$ cat src/rtl/gba_dump_pkg.sv
// Shared constants and state encoding for the GBA pak dump command front-end.
package gba_dump_pkg;

    localparam int unsigned ADDR_W    = 24;
    localparam int unsigned ARG_BYTES = 6;

    // Command opcodes received over UART
    localparam logic [7:0] OP_READ   = 8'h52;
    localparam logic [7:0] OP_STATUS = 8'h53;

    // Single-byte replies sent back over UART
    localparam logic [7:0] RSP_ACK  = 8'h4B;
    localparam logic [7:0] RSP_NAK  = 8'h45;
    localparam logic [7:0] RSP_DONE = 8'h44;

    typedef enum logic [2:0] {
        IDLE,
        ARG,
        CHECK,
        SEND,
        LAUNCH,
        DUMP,
        DRAIN
    } schedState_e;

endpackage

$ cat src/rtl/gba_dump_scheduler.sv
// Command parser, range checker, reader launcher and UART-TX owner.
// The scheduler sends its own reply bytes through SEND and hands the
// transmitter to the pak reader only while in DUMP.
module gba_dump_scheduler
    import gba_dump_pkg::*;
#(
    parameter int unsigned         TIMEOUT_CYCLES = 2700000,
    parameter logic [ADDR_W-1:0]   MAX_END        = 24'hFFFFFF
) (
    input  logic              pin_clk,
    input  logic              pin_rst_n,
    input  logic [7:0]        rx_data,
    input  logic              rx_valid,
    output logic [ADDR_W-1:0] rd_start_addr,
    output logic [ADDR_W-1:0] rd_end_addr,
    output logic              rd_start,
    input  logic              rd_done,
    input  logic [7:0]        rd_tx_data,
    input  logic              rd_tx_send,
    output logic              rd_tx_ready,
    output logic [7:0]        tx_data,
    output logic              tx_send,
    input  logic              tx_ready,
    output logic              busy
);

    localparam int unsigned TO_W    = $clog2(TIMEOUT_CYCLES + 1);
    localparam int unsigned ARG_W   = ADDR_W * 2;
    localparam int unsigned CMP_W   = ADDR_W + 1;
    localparam int unsigned IDX_W   = 3;
    localparam int unsigned GUARD_W = 2;

    schedState_e         state, stateNext;
    schedState_e         retState, retStateNext;
    logic [IDX_W-1:0]    argIdx, argIdxNext;
    logic [ARG_W-1:0]    argShift, argShiftNext;
    logic [TO_W-1:0]     toCnt, toCntNext;
    logic [GUARD_W-1:0]  guardCnt, guardCntNext;
    logic [7:0]          txByte, txByteNext;
    logic                txSendQ, txSendNext;
    logic                rdStartQ, rdStartNext;
    logic                busyQ, busyNext;
    logic [ADDR_W-1:0]   startAddr, startAddrNext;
    logic [ADDR_W-1:0]   endAddr, endAddrNext;
    logic [7:0]          dumpCount, dumpCountNext;

    logic [ADDR_W-1:0]   argStart;
    logic [ADDR_W-1:0]   argEnd;
    logic                rangeBad;

    // Decode the collected argument bytes: start first, end second, MSB first
    assign argStart = argShift[ARG_W-1:ADDR_W];
    assign argEnd   = argShift[ADDR_W-1:0];
    assign rangeBad = (argEnd < argStart) || (CMP_W'(argEnd) > CMP_W'(MAX_END));

    // TX is owned by the reader only during DUMP; otherwise reader strobes are dropped
    assign tx_data       = (state == DUMP) ? rd_tx_data : txByte;
    assign tx_send       = (state == DUMP) ? rd_tx_send : txSendQ;
    assign rd_tx_ready   = (state == DUMP) & tx_ready;
    assign rd_start      = rdStartQ;
    assign busy          = busyQ;
    assign rd_start_addr = startAddr;
    assign rd_end_addr   = endAddr;

    // State and datapath registers
    always_ff @(posedge pin_clk or negedge pin_rst_n) begin
        if (!pin_rst_n) begin
            state     <= IDLE;
            retState  <= IDLE;
            argIdx    <= '0;
            argShift  <= '0;
            toCnt     <= '0;
            guardCnt  <= '0;
            txByte    <= '0;
            txSendQ   <= 1'b0;
            rdStartQ  <= 1'b0;
            busyQ     <= 1'b0;
            startAddr <= '0;
            endAddr   <= '0;
            dumpCount <= '0;
        end else begin
            state     <= stateNext;
            retState  <= retStateNext;
            argIdx    <= argIdxNext;
            argShift  <= argShiftNext;
            toCnt     <= toCntNext;
            guardCnt  <= guardCntNext;
            txByte    <= txByteNext;
            txSendQ   <= txSendNext;
            rdStartQ  <= rdStartNext;
            busyQ     <= busyNext;
            startAddr <= startAddrNext;
            endAddr   <= endAddrNext;
            dumpCount <= dumpCountNext;
        end
    end

    // Next-state and registered-output logic
    always_comb begin
        stateNext     = state;
        retStateNext  = retState;
        argIdxNext    = argIdx;
        argShiftNext  = argShift;
        toCntNext     = toCnt;
        guardCntNext  = guardCnt;
        txByteNext    = txByte;
        txSendNext    = 1'b0;
        startAddrNext = startAddr;
        endAddrNext   = endAddr;
        dumpCountNext = dumpCount;

        case (state)
            IDLE: begin
                if (rx_valid) begin
                    if (rx_data == OP_READ) begin
                        stateNext  = ARG;
                        argIdxNext = '0;
                        toCntNext  = '0;
                    end else if (rx_data == OP_STATUS) begin
                        txByteNext   = dumpCount;
                        retStateNext = IDLE;
                        stateNext    = SEND;
                    end
                end
            end

            ARG: begin
                if (rx_valid) begin
                    argShiftNext = {argShift[ARG_W-9:0], rx_data};
                    toCntNext    = '0;
                    if (argIdx == IDX_W'(ARG_BYTES - 1)) begin
                        stateNext = CHECK;
                    end else begin
                        argIdxNext = argIdx + IDX_W'(1);
                    end
                end else if (toCnt >= TO_W'(TIMEOUT_CYCLES)) begin
                    stateNext = IDLE;
                end else begin
                    toCntNext = toCnt + TO_W'(1);
                end
            end

            CHECK: begin
                if (rangeBad) begin
                    txByteNext   = RSP_NAK;
                    retStateNext = IDLE;
                end else begin
                    startAddrNext = argStart;
                    endAddrNext   = argEnd;
                    txByteNext    = RSP_ACK;
                    retStateNext  = LAUNCH;
                end
                stateNext = SEND;
            end

            // guardCnt: 0 = waiting for ready, 3 = strobe cycle, 2..1 = guard cycles
            SEND: begin
                if (guardCnt == '0) begin
                    if (tx_ready) begin
                        txSendNext   = 1'b1;
                        guardCntNext = GUARD_W'(3);
                    end
                end else if (guardCnt == GUARD_W'(1)) begin
                    guardCntNext = '0;
                    stateNext    = retState;
                end else begin
                    guardCntNext = guardCnt - GUARD_W'(1);
                end
            end

            LAUNCH: begin
                stateNext = DUMP;
            end

            DUMP: begin
                if (rd_done) begin
                    stateNext = DRAIN;
                end
            end

            DRAIN: begin
                if (tx_ready) begin
                    dumpCountNext = dumpCount + 8'd1;
                    txByteNext    = RSP_DONE;
                    retStateNext  = IDLE;
                    stateNext     = SEND;
                end
            end

            default: begin
                stateNext = IDLE;
            end
        endcase

        rdStartNext = (stateNext == LAUNCH);
        busyNext    = (stateNext != IDLE);
    end

endmodule

$ cat config.mk
export PLATFORM = sky130hd
export DESIGN_NAME = gba_dump_scheduler
export DESIGN_NICKNAME = d
export VERILOG_FILES = /design/src/rtl/gba_dump_pkg.sv /design/src/rtl/gba_dump_scheduler.sv
export SDC_FILE = /design/constraint.sdc
export NUM_CORES = 1
export LEC_CHECK = 0
export CAP_MARGIN = 20
export CORE_MARGIN = 4
export CORE_UTILIZATION = 57
export CTS_CLUSTER_SIZE = 28
export DETAILED_ROUTE_END_ITERATION = 6
export DONT_BUFFER_PORTS = 1
export GPL_ROUTABILITY_DRIVEN = 0
export GPL_TIMING_DRIVEN = 0
export PLACE_DENSITY = 0.72
export SETUP_SLACK_MARGIN = 0.2
export SLEW_MARGIN = 10
export SYNTH_ARGS = -nofsm -noshare
export SYNTH_HDL_FRONTEND = slang
export SYNTH_SLANG_ARGS = --single-unit
$ cat constraint.sdc
create_clock -name pin_clk -period 2.9 [get_ports pin_clk]
set_input_delay 0.435 -clock pin_clk [delete_from_list [all_inputs] [get_ports pin_clk]]
set_output_delay 0.435 -clock pin_clk [all_outputs]
set_load 0.01 [all_outputs]
Word-level counts from Yosys, hierarchy flattened
Cells that the tools add are included.
{"block": "word_totals", "regBits": 148, "wordCells": 94, "out_inout_bits": 60}
{"block": "classes", "order_cmp": 2, "bitwise": 2, "eq_ne": 20, "add_sub_neg": 4, "n_mux": 41, "reduce_logical": 12}
{"cell": "22-bit 2-to-1 mux", "count": 4}
{"cell": "3-bit 2-to-1 mux", "count": 19}
{"cell": "22-bit case mux with 2 select lines", "count": 1}
{"cell": "8-bit 2-to-1 mux", "count": 5}
{"cell": "24-bit < comparator", "count": 1}
{"cell": "8-bit case mux with 3 select lines", "count": 1}
{"cell": "22-bit by 1-bit adder with 22-bit output (second input constant)", "count": 1}
{"cell": "22-bit greater-or-equal comparator (second input constant)", "count": 1}
{"cell": "3-bit case mux with 7 select lines", "count": 1}
{"cell": "8-bit by 7-bit == test with 1-bit output (second input constant)", "count": 2}
{"cell": "2-bit inequality test (second input constant)", "count": 8}
{"cell": "3-bit == test (second input constant)", "count": 5}
{"cell": "5-bit AND reduction", "count": 2}
{"cell": "3-bit case mux with 3 select lines", "count": 1}
{"cell": "8-bit by 1-bit adder with 8-bit output (second input constant)", "count": 1}
{"cell": "2-bit AND reduction", "count": 4}
{"cell": "3-bit by 2-bit == test with 1-bit output (second input constant)", "count": 2}
{"cell": "2-bit 2-to-1 mux", "count": 3}
{"cell": "3-bit case mux with 2 select lines", "count": 1}
{"cell": "3-bit nonzero test", "count": 2}
{"cell": "1-bit 2-to-1 mux", "count": 4}
{"cell": "4-bit 2-to-1 mux", "count": 1}
{"cell": "4-bit AND reduction", "count": 1}
{"cell": "3-bit by 1-bit adder with 3-bit output (second input constant)", "count": 1}
{"cell": "9 further kinds", "count": 9}

Logic depth before layout (Yosys ltp)
{"block": "logic_depth", "word_depth": 6, "mapped_depth": 9}

Least setup slack after synthesis
OpenSTA, ideal clock, no wires.
{"block": "synth_timing", "path_kind": "register -> register", "from": "register argShift[5]", "to": "register endAddr[10] (netlist: rd_end_addr[10])", "t_arrival_ps": 2288, "path_buffers": 1, "setup_time_ps": 125, "stages_incl_launch_ff": 9, "slack_ps": 488, "required_time_ps": 2775, "cell_sequence": "dfrtp_1 ha_1 a2111oi_0 nand2_1 a21oi_1 o21ai_0 a31oi_1 buf_2 mux2_2"}
{"block": "synth_via", "elab_chain_len": 3}
{"item": "from (decl)", "line_no": "gba_dump_scheduler.sv:36", "rtl": "logic [ARG_W-1:0] argShift, argShiftNext;"}
{"item": "from (signal assigned)", "line_no": "gba_dump_scheduler.sv:85", "rtl": "argShift <= argShiftNext;"}
{"item": "24-bit < comparator", "line_no": "gba_dump_scheduler.sv:54", "rtl": "assign rangeBad = (argEnd < argStart) || (CMP_W'(argEnd) > CMP_W'(MAX_END));"}
{"item": "1-bit NOT (no line)"}
{"item": "2-bit AND reduction (no line)"}
{"item": "to (signal assigned)", "line_no": "gba_dump_scheduler.sv:93", "rtl": "endAddr <= endAddrNext;"}
{"item": "to (decl)", "line_no": "gba_dump_scheduler.sv:44", "rtl": "logic [ADDR_W-1:0] endAddr, endAddrNext;"}
Every way passes these cells.
A chain may end at the register's enable or synchronous reset.

Final worst setup path
{"block": "layout_timing", "from": "register argShift[33]", "to": "register startAddr[7] (netlist: rd_start_addr[7])"}
{"block": "layout_via", "elab_chain_len": 3}
{"item": "24-bit < comparator", "line_no": "gba_dump_scheduler.sv:54"}
{"item": "1-bit NOT (no line)"}
{"item": "2-bit AND reduction (no line)"}
{"item": "to (signal assigned)", "line_no": "gba_dump_scheduler.sv:92", "rtl": "startAddr <= startAddrNext;"}
{"item": "to (decl)", "line_no": "gba_dump_scheduler.sv:43", "rtl": "logic [ADDR_W-1:0] startAddr, startAddrNext;"}
Every way passes these cells.

==> impl_metrics.py <==
metrics = {
    "outcome": {
        "status": "finished with violations",
        "violations": "negative hold slack",
    },
    "synthesis": {
        "synthTopCellsByArea": "dfrtp_1, mux2_2, ha_1, nand2_1, o21ai_0",
        "async_reset_ff_share_pct": 100,
        "synth_most_common_cell": "dfrtp_1",
        "synth.net_count": 670,
        "synth_top_cell_area_share_pct": 53.3,
        "synth_seq_cells": 146,
        "synth-edff-count": 0,
        "synth_commonest_cells": "dfrtp_1, nand2_1, mux2_2",
        "synth_warnings": 0,
        "synth_cell_type_count": 56,
        "yosysTopAreaCell": "dfrtp_1",
        "synth_ff_type": "dfrtp_1",
        "synth_cells": 617,
        "synth_area_per_cell_sq_um": 11.1,
        "yosysSeqAreaShare_pct": 53.3,
        "synth_area_sq_um": 6850,
    },
    "setup_path": {
        "arrival_ns": 2.89,
        "cp_max_fo": 10,
        "start_kind": "flip-flop",
        "rr_worst_depth": 10,
        "rrSetupSlack_ns": 0.32,
        "critPathCaptureType": "flip-flop",
        "worstSetupPathType": "flip-flop to flip-flop",
        "max_stage_delay_ns": 0.41,
        "crit_top_cell": "o21ai_0",
        "path_delay_family": "compound AO/OA/AOI/OAI gates",
        "cp_slowest_cell": "dfrtp_1",
        "r2r_start": "argShift[33]",
        "crit_buf_inv": 3,
        "path_cells": "inv_1 -> ha_1 -> a21oi_1 -> o21ai_0 -> a221oi_1 -> o21ai_0 -> a31oi_2 -> buf_4 -> clkbuf_4 -> mux2_2",
        "r2r-end": "rd_start_addr[7]",
        "cp.required_ns": 3.20,
    },
    "timing": {
        "drv_slew": 0,
        "finalHoldViolCount": 146,
        "relSlewSlack_pct": 63.0,
        "finalCritPeriodShare_pct": 89.1,
        "rsz0062_at_grt": "yes",
        "finalCriticalPeriod_ns": 2.58,
        "holdWs_ns": -0.288,
        "finClkSkew_ns": 0.0111,
        "setup_viol_count_final": 0,
        "fin_ws_ns": 0.315,
        "worst_pin_slew_ns": 0.541,
        "max_freq_mhz": 387,
    },
    "detailed_routing": {
        "route.detailed.drc": 0,
        "firstDrtPassIters": 4,
        "drt_iter0_markers": 326,
        "wire_per_inst_um": 18.1,
        "via_per_inst": 5.87,
        "vias": 4670,
        "drt-total-wl_um": 14400,
        "final_antenna_net_count": 0,
    },
    "place": {
        "portBuffers": 0,
        "postPlaceCellArea_sq_um": 7030,
        "dp_hpwl_um": 10200,
        "dp_slack_ns": -0.138,
    },
    "power_and_ir_drop": {
        "p_leak_nw": 3.55,
        "power_mw": 8.43,
        "power.density_nw_per_um2": 1100,
        "peakVddDrop_mv": 0.640,
    },
    "final_layout": {
        "antennaDiodeCount": 0,
        "nets": 693,
        "areaGrowthSynthToFinish_pct": 11.9,
        "drive_above_1_share_pct": 20.6,
        "fill_cells": 898,
        "stdcell_area_sq_um": 7670,
    },
    "floorplan": {
        "rows": 39,
        "core-area_sq_um": 11600,
        "die-area_sq_um": 13800,
        "die_w_um": 118,
        "io_pins": 82,
        "die_h_um": 118,
        "initial_core_util_pct": 59.2,
    },
    "global_route": {
        "grt_pass1_vias": 4632,
        "grt_max_degree": 147,
        "grt_use_total_pct": 21.5,
        "antenna_found_initial": 0,
        "grt_pass1_wl_um": 23900,
        "gr-total-overflow": 0,
    },
    "worst_hold_path": {
        "min_path_type": "input pin to asynchronous set/reset pin",
    },
    "clocking": {
        "insertion_delay_ns": 0.43,
        "numCtsBuffers": 17,
        "cts.sinks": 146,
        "cts_root_buf": "clkbuf_16",
        "clk_pin_slew_ns": 0.06,
        "htreeDepth": 4,
        "cts_tree": "yes",
        "cts_buffer_depth": 2,
    },
    "run": {
        "maxCapViolations": 0,
    },
}
## per-stage QoR
step                      TNS (ns)  util, %  std cells  hold slack [ns]
after floorplan                  0        -        617            0.139
after global placement       -4.97     60.8        760            0.145
after detailed placement     -5.31     60.8        760            0.144
after CTS                        0     66.1        795           -0.302
after global routing             0     66.3        795           -0.308
final                            0     66.3        795           -0.288
## how the worst max path moves through the flow
| stage | start | depth (start not counted) | slack, ns | endpoint |
|---|---|---|---|---|
| 6_report | argShift[33] | 10 | 0.32 | rd_start_addr[7] |
| 5_1_grt | argShift[5] | 9 | 0.18 | rd_start_addr[7] |
| 2_1_floorplan | argShift[5] | 8 | 0.49 | rd_end_addr[10] |
| 3_3_place_gp | argShift[5] | 8 | -0.12 | rd_end_addr[13] |
| 3_5_place_dp | argShift[5] | 8 | -0.14 | rd_start_addr[9] |
| 4_1_cts | argShift[5] | 9 | 0.24 | rd_end_addr[16] |
## cell families after synthesis
group	after synthesis	share of synthesized area, %
fa+ha+maj	31	5.66
xor+xnor	16	2.05
mux	76	12.5
simple gates	180	13.0
compound gates	106	9.61
flops	146	53.3
buf+inv	62	3.84
## repair_timing
action | CTS | global route
buffers inserted | 4 | 0
endpoints found under the hold margin | 146 | 146
resized for setup | 2 | 12
pin swaps | 1 | 0
endpoints found under the setup margin | 59 | 49
## layer usage
metal / track usage (%) / vias to the layer above / routed length, um
li1: - / 2210 / -
met1: 28.9 / 2316 / 6380
met2: 32.6 / 127 / 6690
met3: 7.54 / 17 / 1150
met4: 7.55 / 0 / 197
met5: 0 / - / 0
## where the power goes
| group | switching [mW] | leakage, nW | total (mW) | internal (mW) |
|---|---|---|---|---|
| registers | 0.809 | 1.89 | 3.59 | 2.78 |
| clock network | 0.832 | 0.278 | 2.11 | 1.28 |
| logic | 1.36 | 1.38 | 2.72 | 1.36 |
## final cells by class
type                    count  area, sq um  area share [%]
well taps                 143          179            2.33
plain buffers              26          148            1.93
flip-flops and latches    146         3650            47.7
inverters                  36          135            1.76
clock inverters            13          138            1.80
repair buffers              4         30.0           0.392
multi-input cells         409         2950            38.4
clock buffers              18          439            5.73
## registers in the layout (all words and copies together), names as in the netlist, 2 cells and up
register and cells:
toCnt 22, state 3, rd_start_addr 24, rd_end_addr 24
txByte 8, argIdx 3, guardCnt 2, argShift 48
dumpCount 8
## cells in the final DEF, fill, tap and decap left out, types with 4 or more instances in the layout
master and instances:
o21ai_0 50, dfrtp_1 146, nand2_1 77, a21oi_1 15
nand4_1 8, and3_1 14, mux2_2 74, clkinv_2 4
clkbuf_16 17, nand3_1 16, buf_6 4, nand2b_1 4
ha_1 31, nor2_1 30, nand3b_1 5, or3_1 5
a31oi_1 7, clkbuf_1 12, xnor2_1 9, o21ai_1 5
buf_2 4, inv_1 36, xor2_1 7, buf_4 5
Note: power is estimated with default switching activity, not from simulation.
